==> config.mk <==
export PLATFORM = sky130hd
export DESIGN_NAME = tdc_stream_arbiter
export DESIGN_NICKNAME = d
export VERILOG_FILES = /design/src/rtl/tdc_stream_arbiter.sv
export SDC_FILE = /design/constraint.sdc
export NUM_CORES = 1
export LEC_CHECK = 0
export CELL_PAD_IN_SITES_DETAIL_PLACEMENT = 1
export CELL_PAD_IN_SITES_GLOBAL_PLACEMENT = 1
export CORE_MARGIN = 2
export CORE_UTILIZATION = 24
export DETAILED_ROUTE_END_ITERATION = 10
export HOLD_SLACK_MARGIN = 0.15
export PLACE_DENSITY = 0.8
export SETUP_SLACK_MARGIN = 0.1
export SLEW_MARGIN = 30
export SYNTH_ARGS = -nofsm -noshare
export SYNTH_HDL_FRONTEND = slang
export SYNTH_SLANG_ARGS = --single-unit
==> constraint.sdc <==
create_clock -name clk -period 2.5 [get_ports clk]
set_clock_uncertainty 0.05 [all_clocks]
set_input_delay 0.5 -clock clk [delete_from_list [all_inputs] [get_ports clk]]
set_output_delay 0.5 -clock clk [all_outputs]
set_load 0.02 [all_outputs]
==> src/rtl/tdc_stream_arbiter.sv <==
// Round-robin arbiter sharing one Ethernet packet builder among N_SRC FWFT TDC FIFOs.
// The granted FIFO is muxed through with zero latency; the grant is held for a whole
// frame and dropped on the builder's last-byte pulse or when no read arrives in time.
module tdc_stream_arbiter #(
  parameter int unsigned N_SRC         = 4,
  parameter int unsigned ID_W          = 2,
  parameter int unsigned DATA_W        = 40,
  parameter int unsigned GRANT_TIMEOUT = 1024
) (
  input  logic                    clk,
  input  logic                    rst_n,
  input  logic                    enable,
  input  logic [N_SRC-1:0]        src_mask,
  input  logic [N_SRC*DATA_W-1:0] src_data,
  input  logic [N_SRC-1:0]        src_ready,
  output logic [N_SRC-1:0]        src_rd,
  output logic [DATA_W-1:0]       pkt_data,
  output logic                    pkt_ready,
  input  logic                    pkt_rd,
  input  logic                    pkt_last,
  output logic                    grant_valid,
  output logic [ID_W-1:0]         grant_id,
  output logic [15:0]             word_cnt,
  output logic                    rd_err
);

  localparam int unsigned CNT_W = 16;
  localparam int unsigned TMO_W = (GRANT_TIMEOUT > 2) ? $clog2(GRANT_TIMEOUT) : 1;
  localparam logic [TMO_W-1:0] TMO_LAST = TMO_W'(GRANT_TIMEOUT - 1);
  localparam logic [ID_W-1:0]  ID_LAST  = ID_W'(N_SRC - 1);
  localparam logic [CNT_W-1:0] CNT_MAX  = '1;

  typedef enum logic [1:0] {
    ST_ARB     = 2'd0,
    ST_GRANT   = 2'd1,
    ST_RELEASE = 2'd2
  } state_t;

  state_t            state;
  logic [ID_W-1:0]   rr_ptr;
  logic [TMO_W-1:0]  tmo;

  logic [N_SRC-1:0]  req;
  logic              pick_found;
  logic [ID_W-1:0]   pick_id;
  logic [ID_W-1:0]   pick_idx;
  logic              no_rd_yet;
  logic [DATA_W-1:0] src_word [N_SRC];

  // Slice the flat head-word bus into one word per source
  for (genvar g = 0; g < N_SRC; g++) begin : g_word
    assign src_word[g] = src_data[g*DATA_W +: DATA_W];
  end

  // Round-robin pick: lowest offset from rr_ptr among requesting, unmasked sources
  always_comb begin
    req        = src_ready & src_mask;
    pick_found = 1'b0;
    pick_id    = '0;
    pick_idx   = '0;
    for (int k = N_SRC - 1; k >= 0; k--) begin
      pick_idx = ID_W'((int'(rr_ptr) + k) % N_SRC);
      if (req[pick_idx]) begin
        pick_found = 1'b1;
        pick_id    = pick_idx;
      end
    end
  end

  assign no_rd_yet = (word_cnt == '0) && !pkt_rd;

  // Zero-latency pass-through of the granted FIFO; everything idle outside GRANT
  always_comb begin
    src_rd    = '0;
    pkt_ready = 1'b0;
    pkt_data  = '0;
    if (state == ST_GRANT) begin
      pkt_data         = src_word[grant_id];
      pkt_ready        = src_ready[grant_id];
      src_rd[grant_id] = pkt_rd;
    end
  end

  // Arbitration FSM with grant bookkeeping, word counter, timeout and read-error flag
  always_ff @(posedge clk or negedge rst_n) begin
    if (!rst_n) begin
      state       <= ST_ARB;
      rr_ptr      <= '0;
      grant_valid <= 1'b0;
      grant_id    <= '0;
      word_cnt    <= '0;
      rd_err      <= 1'b0;
      tmo         <= '0;
    end else begin
      if (pkt_rd && (state != ST_GRANT)) begin
        rd_err <= 1'b1;
      end
      case (state)
        ST_ARB: begin
          if (enable && pick_found) begin
            grant_id    <= pick_id;
            grant_valid <= 1'b1;
            word_cnt    <= '0;
            tmo         <= '0;
            state       <= ST_GRANT;
          end
        end
        ST_GRANT: begin
          if (pkt_rd && (word_cnt != CNT_MAX)) begin
            word_cnt <= word_cnt + CNT_W'(1);
          end
          if (no_rd_yet) begin
            tmo <= tmo + TMO_W'(1);
          end
          if (pkt_last || (no_rd_yet && (tmo == TMO_LAST))) begin
            grant_valid <= 1'b0;
            state       <= ST_RELEASE;
          end
        end
        ST_RELEASE: begin
          rr_ptr <= (grant_id == ID_LAST) ? '0 : grant_id + ID_W'(1);
          state  <= ST_ARB;
        end
        default: begin
          state <= ST_ARB;
        end
      endcase
    end
  end

endmodule

==> results.cfg <==
[timing]
hold_violations = 0
clock.fmax_mhz = 413
setup_viol = 0
period_share_pct = 96.9
relSlewSlack_pct = 62.2
rsz0062_at_grt = yes
hold_slack_ns = 0.415
fin_crit_ns = 2.42
worst-slew-pin-transition_ns = 0.561
drv_slew = 0

[finish]
utilization_pct = 46.6
antennaDiodeCount = 0
syn2layout_area_growth_pct = 90.6
nets = 750
drive_above_1_share_pct = 26.3
final_common_cell = clkdlybuf4s50_1
postLayoutCellArea_um2 = 6150
fin_cells = 747
final_cell_mix = 191 x clkdlybuf4s50_1, 41 x mux4_2, 33 x and2_1

[min_path]
hold_path_class = reg -> reg
hold_path_end = rd_err
whs_path_depth = 1
min_from = rd_err

[clocking]
clock_latency_ns = 0.29
cts-htree-levels = 2
clk_pin_slew_ns = 0.06
clk_path_buf_depth = 2
cts_tree = done
postCtsHoldBufs = 0
cts_root_buf = clkbuf_16
cts_buffers = 5
clkSinkCount = 34

[global_route]
grt_max_degree = 47
antenna_found_initial = 1
grt_pass1_wl_um = 23700
grt_pass1_vias = 4311
overflow = 0
grt_use_total_pct = 21.2

[power_and_ir_drop]
power_mw = 4.36
irDropWorstVdd_v = 0.000294
p_per_area_nw_per_um2 = 709
p_leak_nw = 2.54

[critical_path]
r2r_end = grant_valid
rr_startpoint = word_cnt[0]
cp-end-kind = output port
critPathMaxFanout = 6
startpoint = grant_id[0]
cp_data_required_time_ns = 1.95
rrSetupSlack_ns = 0.37
crit_type = reg -> out
start_kind = flop
crit_arrival_ns = 1.87
rr_worst_depth = 9

[routing]
drtIter0Drc = 198
ant_nets = 0
routed_via_density = 5.11
route.detailed.drc = 0
wl_per_cell_um = 20.7
routed_wl_um = 15400
firstDrtPassIters = 4
vias = 3817

[die]
die_area_um2 = 14400
io_pins = 238
dieHeight_um = 120
initial_utilization_pct = 24.5
std_cell_rows = 42
die_w_um = 120
core_area_um2 = 13200

[synthesis]
syn-num-nets = 493
synth_edf_count = 0
ys_seq_elements = 34
ys_types = 47
postSynthCellCount = 313
ys_async_sr_fraction_pct = 100
yosys_warnings = 0
synth_area_um2 = 3230
synth_area_per_cell_um2 = 10.3
ys.flop_type = dfrtp_1
synth_seq_area_share_pct = 26.4

[placed_design]
io_buffers = 237
placed_area_um2 = 5990
dp.cells = 729
hpwlAfterDp_um = 12400
place_congestion = 0.870

[run_status]
run_status = completed

[flow_run]
drv_cap = 0
-- synth_stat cells (3+ instances only) --
cell type	number	area share (%)
and2_1	43	8.3
nor4_1	9	1.7
dfrtp_1	34	26
ha_1	7	2.7
clkbuf_1	13	1.5
xnor2_1	8	2.2
nand2b_1	3	0.58
mux4_2	41	29
inv_1	4	0.47
a21oi_1	11	1.7
nor3_1	6	0.93
nor2_1	21	2.4
and3_1	7	1.4
nand2_1	20	2.3
o21ai_0	8	1.2
nand3_1	18	2.8
buf_2	7	1.1
xor2_1	6	1.6
o31ai_1	4	0.93
nand4_1	10	1.9
nor3b_1	3	0.70
-- power breakdown --
part	internal [mW]	switching [mW]
logic	1.65	1.27
registers	0.627	0.100
clock network	0.466	0.251
-- state kept, by name, summed over array words and instances (netlist names) --
signal / flops
grant_id: 2
grant_valid: 1
rd_err: 1
rr_ptr: 2
state: 2
tmo: 10
word_cnt: 16
-- critical path, cell delays in order, from the launching register on --
cell,delay (ns)
dfrtp_2,0.39
buf_12,0.16
buf_12,0.13
buf_4,0.11
mux4_2,0.48
and2_1,0.17
buf_2,0.15
-- final cells by class --
type | count | area (µm²)
clock inverters | 3 | 40.0
flip-flops and latches | 34 | 853
well taps | 176 | 220
clock buffers | 5 | 125
inverters | 4 | 15.0
fillers | 1440 | 7040
repair buffers | 272 | 2600
multi-input cells | 253 | 2290
-- kinds of logic after synthesis --
| group | share of synthesized area (%) |
|---|---|
| xor gates and xnor gates | 3.80 |
| adders and majority gates | 2.72 |
| AOI/OAI and AO/OA | 7.64 |
| muxes | 29.3 |
| DFF | 26.4 |
| and+or+nand+nor | 26.8 |
| buffers and inverters | 3.41 |
-- what timing repair did --
| item | 4_1_cts | 5_1_grt |
|---|---|---|
| pin swaps | 2 | 4 |
| endpoints found under the setup margin | 43 | 18 |
| cloned | 1 | 1 |
| buffers inserted | 6 | 2 |
| resized for setup | 182 | 20 |
-- per-layer routing --
metal / track usage, % / wire [µm] / share of wire (%)
met5: 0 / 11 / 0.071
met4: 6.47 / 411 / 2.7
met1: 24.5 / 5600 / 36
met3: 4.47 / 1070 / 7.0
met2: 39.0 / 8330 / 54
-- worst max path at each step --
stage,endpoint,cells past startpoint
global route,pkt_data[22],6
CTS,pkt_data[22],6
detailed placement,pkt_data[25],4
finish,pkt_data[35],6
floorplan,pkt_data[10],4
global placement,pkt_ready,4
-- per-stage QoR --
| stage | TNS, ns | worst slack, ns |
|---|---|---|
| detailed placement | -6.43 | -0.247 |
| global route | 0 | 0.0357 |
| finish | 0 | 0.0783 |
| CTS | 0 | 0.0645 |
| floorplan | 0 | 0.0923 |
| global placement | -5.69 | -0.207 |
Note: power is estimated with default switching activity, not from simulation.
